[src/rtl/hazard_control_unit_pkg.sv]
// Shared constants for the hazard control unit: forwarding select encodings
// and the stall FSM state encoding.
package hazard_control_unit_pkg;

    localparam logic [1:0] FWD_REGFILE = 2'b00;
    localparam logic [1:0] FWD_EXMEM   = 2'b10;
    localparam logic [1:0] FWD_MEMWB   = 2'b01;

    typedef enum logic {
        ST_RUN      = 1'b0,
        ST_MEM_WAIT = 1'b1
    } hcu_state_t;

endpackage

[src/rtl/hazard_control_unit_forward_select.sv]
// One ALU operand forwarding mux select; EX/MEM has priority over MEM/WB,
// and register 0 never forwards.
module forward_select
    import hazard_control_unit_pkg::*;
(
    input  logic [4:0] src_reg,
    input  logic       exmem_reg_write_i,
    input  logic [4:0] exmem_write_register_i,
    input  logic       memwb_reg_write_i,
    input  logic [4:0] memwb_write_register_i,
    output logic [1:0] sel
);

    always_comb begin
        sel = FWD_REGFILE;
        if (exmem_reg_write_i && (exmem_write_register_i != 5'd0) &&
            (exmem_write_register_i == src_reg)) begin
            sel = FWD_EXMEM;
        end else if (memwb_reg_write_i && (memwb_write_register_i != 5'd0) &&
                     (memwb_write_register_i == src_reg)) begin
            sel = FWD_MEMWB;
        end
    end

endmodule

[src/rtl/hazard_control_unit.sv]
// Pipeline hazard control: memory-wait freeze, redirect flush, load-use bubble,
// operand forwarding, saturating event counters and a sticky memory timeout.
module hazard_control_unit
    import hazard_control_unit_pkg::*;
#(
    parameter int COUNT_WIDTH    = 16,
    parameter int TIMEOUT_CYCLES = 255
) (
    input  logic                   clk,
    input  logic                   reset,
    input  logic [4:0]             id_rs_i,
    input  logic [4:0]             id_rt_i,
    input  logic [4:0]             idex_rs_i,
    input  logic [4:0]             idex_rt_i,
    input  logic                   idex_mem_read_i,
    input  logic                   exmem_reg_write_i,
    input  logic [4:0]             exmem_write_register_i,
    input  logic                   memwb_reg_write_i,
    input  logic [4:0]             memwb_write_register_i,
    input  logic                   redirect_i,
    input  logic                   dmem_req_i,
    input  logic                   dmem_ready_i,
    output logic                   front_enable_o,
    output logic                   back_enable_o,
    output logic                   ifid_flush_o,
    output logic                   idex_flush_o,
    output logic [1:0]             forward_a_o,
    output logic [1:0]             forward_b_o,
    output logic [COUNT_WIDTH-1:0] load_stall_count_o,
    output logic [COUNT_WIDTH-1:0] flush_count_o,
    output logic                   mem_timeout_o,
    output logic                   state_o
);

    localparam int WW = $clog2(TIMEOUT_CYCLES + 1);
    localparam logic [WW-1:0] WAIT_MAX = WW'(TIMEOUT_CYCLES);

    hcu_state_t state, state_next;
    logic [WW-1:0] wait_cnt;
    logic freeze, load_use, count_stall, count_flush;

    // dmem handshake: an access is outstanding while dmem_req_i is high and
    // completes in the cycle dmem_ready_i is also high; until then the whole
    // pipeline is frozen.
    assign freeze   = dmem_req_i & ~dmem_ready_i;
    assign load_use = idex_mem_read_i && (idex_rt_i != 5'd0) &&
                      ((idex_rt_i == id_rs_i) || (idex_rt_i == id_rt_i));

    always_comb begin
        state_next     = state;
        front_enable_o = 1'b1;
        back_enable_o  = 1'b1;
        ifid_flush_o   = 1'b0;
        idex_flush_o   = 1'b0;
        count_stall    = 1'b0;
        count_flush    = 1'b0;
        case (state)
            ST_RUN:      if (freeze) state_next = ST_MEM_WAIT;
            ST_MEM_WAIT: if (!freeze) state_next = ST_RUN;
            default:     state_next = ST_RUN;
        endcase
        // The exit cycle of MEM_WAIT is handled by the RUN rules below.
        if (freeze) begin
            front_enable_o = 1'b0;
            back_enable_o  = 1'b0;
        end else if (redirect_i) begin
            ifid_flush_o = 1'b1;
            idex_flush_o = 1'b1;
            count_flush  = 1'b1;
        end else if (load_use) begin
            front_enable_o = 1'b0;
            idex_flush_o   = 1'b1;
            count_stall    = 1'b1;
        end
    end

    always_ff @(posedge clk or negedge reset) begin
        if (!reset) begin
            state              <= ST_RUN;
            wait_cnt           <= '0;
            mem_timeout_o      <= 1'b0;
            load_stall_count_o <= '0;
            flush_count_o      <= '0;
        end else begin
            state <= state_next;
            if (freeze) begin
                if (wait_cnt != WAIT_MAX) wait_cnt <= wait_cnt + WW'(1);
                if (wait_cnt >= WAIT_MAX - WW'(1)) mem_timeout_o <= 1'b1;
            end else begin
                wait_cnt <= '0;
            end
            if (count_stall && (load_stall_count_o != '1))
                load_stall_count_o <= load_stall_count_o + COUNT_WIDTH'(1);
            if (count_flush && (flush_count_o != '1))
                flush_count_o <= flush_count_o + COUNT_WIDTH'(1);
        end
    end

    assign state_o = state;

    forward_select u_fwd_a (
        .src_reg                (idex_rs_i),
        .exmem_reg_write_i      (exmem_reg_write_i),
        .exmem_write_register_i (exmem_write_register_i),
        .memwb_reg_write_i      (memwb_reg_write_i),
        .memwb_write_register_i (memwb_write_register_i),
        .sel                    (forward_a_o)
    );

    forward_select u_fwd_b (
        .src_reg                (idex_rt_i),
        .exmem_reg_write_i      (exmem_reg_write_i),
        .exmem_write_register_i (exmem_write_register_i),
        .memwb_reg_write_i      (memwb_reg_write_i),
        .memwb_write_register_i (memwb_write_register_i),
        .sel                    (forward_b_o)
    );

endmodule

[config.mk]
export PLATFORM = sky130hd
export DESIGN_NAME = hazard_control_unit
export DESIGN_NICKNAME = d
export VERILOG_FILES = /design/src/rtl/hazard_control_unit_pkg.sv /design/src/rtl/hazard_control_unit_forward_select.sv /design/src/rtl/hazard_control_unit.sv
export SDC_FILE = /design/constraint.sdc
export NUM_CORES = 1
export LEC_CHECK = 0
export ABC_AREA = 1
export BUFFER_PORTS_ARGS = -buffer_cell sky130_fd_sc_hd__buf_2
export CAP_MARGIN = 20
export CORE_ASPECT_RATIO = 0.8
export CORE_MARGIN = 2
export CORE_UTILIZATION = 53
export DETAILED_ROUTE_END_ITERATION = 7
export HOLD_SLACK_MARGIN = 0.08
export PLACE_DENSITY = 0.86
export SYNTH_ARGS = -nofsm -noshare
export SYNTH_HDL_FRONTEND = slang
export SYNTH_SLANG_ARGS = --single-unit
[constraint.sdc]
create_clock -name clk -period 1.87 [get_ports clk]
set_clock_uncertainty 0.05 [all_clocks]
set_input_delay 0.2805 -clock clk [delete_from_list [all_inputs] [get_ports clk]]
set_output_delay 0.2805 -clock clk [all_outputs]
set_load 0.05 [all_outputs]
==> flow_metrics.py <==
metrics = {
    "floorplan": {
        "die_width_um": 87.1,
        "rows": 24,
        "start_util_pct": 54.4,
        "fp.dieH_um": 70.5,
        "ios": 80,
        "core-area_um2": 5380,
        "die_area_um2": 6130,
    },
    "logic_synthesis": {
        "syn_avg_cell_area_um2": 7.44,
        "yosys_warnings": 0,
        "synth_most_common_cell": "nand2_1",
        "synth_top_flop_cell": "dfrtp_1",
        "synth_area_um2": 2930,
        "yosys-top-cells-area": "dfrtp_1, nand2_1, inv_1",
        "synth_top_area_share_pct": 35.9,
        "async_flop_share_pct": 100,
        "yosys_register_bits": 42,
        "synth-edff-count": 0,
        "synth_nets": 435,
        "synth_top_area_cell": "dfrtp_1",
        "ys_seq_area_share_pct": 35.9,
        "synth_cells": 393,
        "synth_cell_types": 33,
        "ys_top_cells_by_count": "nand2_1, inv_1, dfrtp_1, nand3_1, nor2_1",
    },
    "cells_and_area": {
        "area_growth_pct": 22.0,
        "diodes": 0,
        "multiInputGateArea_um2": 1600,
        "seq_area_um2": 1060,
        "fin_nets": 522,
        "final_area_um2": 3570,
        "drive_gt1_share_pct": 28.3,
        "fillers": 459,
    },
    "clock_network": {
        "cts_setup_buffers": 0,
        "cts_tree": "done",
        "ctsLongestPathBuffers": 2,
        "path_clk_slew_ns": 0.08,
        "clock-sinks": 42,
        "h-tree-depth": 2,
        "cts_root_buf": "clkbuf_8",
        "numCtsBuffers": 5,
        "insertion_delay_ns": 0.30,
    },
    "critical_path": {
        "crit_chain": "buf_2 > or2_2 > o41ai_2 > buf_4 > nor3_4 > nor2_4 > buf_2",
        "end_kind": "primary output",
        "worstPathMaxFanout": 3,
        "crit_path_max_incr_delay_ns": 0.30,
        "critPathArrivalTime_ns": 1.47,
        "path_class": "primary input to primary output",
        "crit_path_start_kind": "primary input",
        "crit_top_cell": "buf_2",
        "cp_slowest_cell": "or2_2",
        "cp.required_ns": 1.54,
    },
    "power_and_ir_drop": {
        "p_per_area_nw_per_um2": 1150,
        "power_mw": 4.12,
        "leakagePower_nw": 1.96,
        "ir_worst_vdd_mv": 0.816,
    },
    "global_route": {
        "grt_max_degree": 43,
        "antenna_found_initial": 0,
        "grt_pass1_wl_mm": 12.1,
        "first_global_vias": 2756,
        "gr-total-overflow": 0,
        "track_usage_pct": 24.3,
    },
    "sta": {
        "finalHoldViolations": 0,
        "relSlewSlack_pct": 64.6,
        "rsz0062_at_grt": "false",
        "fin_setup_tns_ns": 0,
        "fin_crit_ns": 1.80,
        "final_max_slew_viol_count": 0,
        "tightest_slew_ns": 0.531,
        "finalSetupViolations": 0,
        "fmax_mhz": 557,
        "period_share_pct": 96.1,
    },
    "route": {
        "avgViaCountPerCell": 5.09,
        "wire_per_inst_um": 12.7,
        "drc_errors": 0,
        "first_iter_violations": 181,
        "dr.pass1.iters": 4,
        "routed_wl_mm": 6.95,
        "vias": 2780,
        "ant_nets": 0,
    },
    "placed_design": {
        "portBuffers": 79,
        "dp_hpwl_mm": 5.40,
        "place.gp.congestion": 0.920,
        "placed_area_um2": 3450,
    },
    "worst_hold_path": {
        "hp-class": "primary input to flip-flop",
    },
    "status": {
        "status": "completed",
    },
    "run": {
        "drv_cap": 0,
    },
}
==> layout make-up <==
type	count	share of cell area, %
Tap cell	65	2.28
Timing Repair Buffer	87	13.0
Clock inverter	3	0.596
Multi-Input combinational cell	270	44.8
Inverter	74	7.82
Sequential cell	42	29.6
Clock buffer	5	1.93
==> flip-flops by register name, indices dropped and copies added (netlist names) <==
| register | flops |
|---|---|
| flush_count_o | 16 |
| load_stall_count_o | 16 |
| mem_timeout_o | 1 |
| state_o | 1 |
| wait_cnt | 8 |
==> metal layers <==
metal | global-route usage [%] | wire length (µm)
met4 | 6.42 | 101
met5 | 0 | 0
met1 | 32.1 | 3070
met3 | 4.73 | 319
met2 | 40.7 | 3450
==> repair_timing <==
item                                   in CTS  in global routing
endpoints found under the hold margin      42                  0
resized for setup                           0                  8
setup endpoints to repair                   0                  9
hold buffers                                1                  0
==> metrics by stage <==
stage	hold slack (ns)	setup WS [ns]	cells	utilization (%)
finish	0.265	0.0737	546	66.4
global route	0.272	0.00182	546	66.4
CTS	0.263	0.0643	546	66.0
detailed placement	0.332	0.0652	537	64.2
global placement	0.327	0.102	537	64.2
floorplan	-0.0651	0.0337	393	-
==> report_power, final <==
group,leakage [nW],internal [mW],switching (mW),total (mW)
Combinational,1.43,0.620,1.55,2.17
Sequential,0.488,1.12,0.234,1.36
Clock,0.0441,0.262,0.332,0.594
Total,1.96,2.00,2.11,4.12
==> worst max-delay path, delay by kind of cell <==
| family | cells | cell delay [ns] |
|---|---|---|
| buffers and inverters | 3 | 0.55 |
| and+or+nand+nor | 3 | 0.42 |
| AOI/OAI and AO/OA | 1 | 0.20 |
==> kinds of logic (layout without fill, tap and decap cells) <==
family	count (synthesis)	after routing	synth area share [%]
xor gates and xnor gates	38	38	11.4
AOI/OAI and AO/OA	34	34	8.64
DFF	42	42	35.9
adders and majority gates	4	4	1.71
buffers and inverters	81	169	11.5
and+or+nand+nor	194	194	30.8
==> final timing paths <==
kind / slack [ns] / startpoint / to / depth (start not counted)
max in group asynchronous: 0.86 / reset / flush_count_o[0] / 3
hold / removal: 0.27 / dmem_ready_i / state_o / 3
min in group asynchronous: 0.52 / reset / load_stall_count_o[0] / 3
hold reg to reg: 0.43 / mem_timeout_o / mem_timeout_o / 1
setup / recovery: 0.07 / exmem_write_register_i[1] / forward_b_o[0] / 7
setup reg to reg: 0.14 / load_stall_count_o[0] / load_stall_count_o[15] / 11
==> cells in the final DEF (no fill, tap or decap), types with 2 or more instances in the layout <==
cell type / instances
nand2_1: 90
buf_2: 77
inv_1: 66
dfrtp_1: 38
nand3_1: 37
nor2_1: 23
xor2_1: 20
xnor2_1: 18
nor3_1: 11
nand4_1: 10
o21bai_1: 9
o21bai_2: 8
buf_4: 8
o21ai_0: 7
inv_2: 7
clkbuf_8: 5
nor3_2: 4
nor2_2: 4
o21ai_1: 4
dfrtp_2: 4
nor4_1: 3
ha_1: 3
or2_2: 2
nor2_4: 2
clkinv_2: 2
nand2_2: 2
nand3_2: 2
a21oi_1: 2
(Power assumes the default switching activity.)
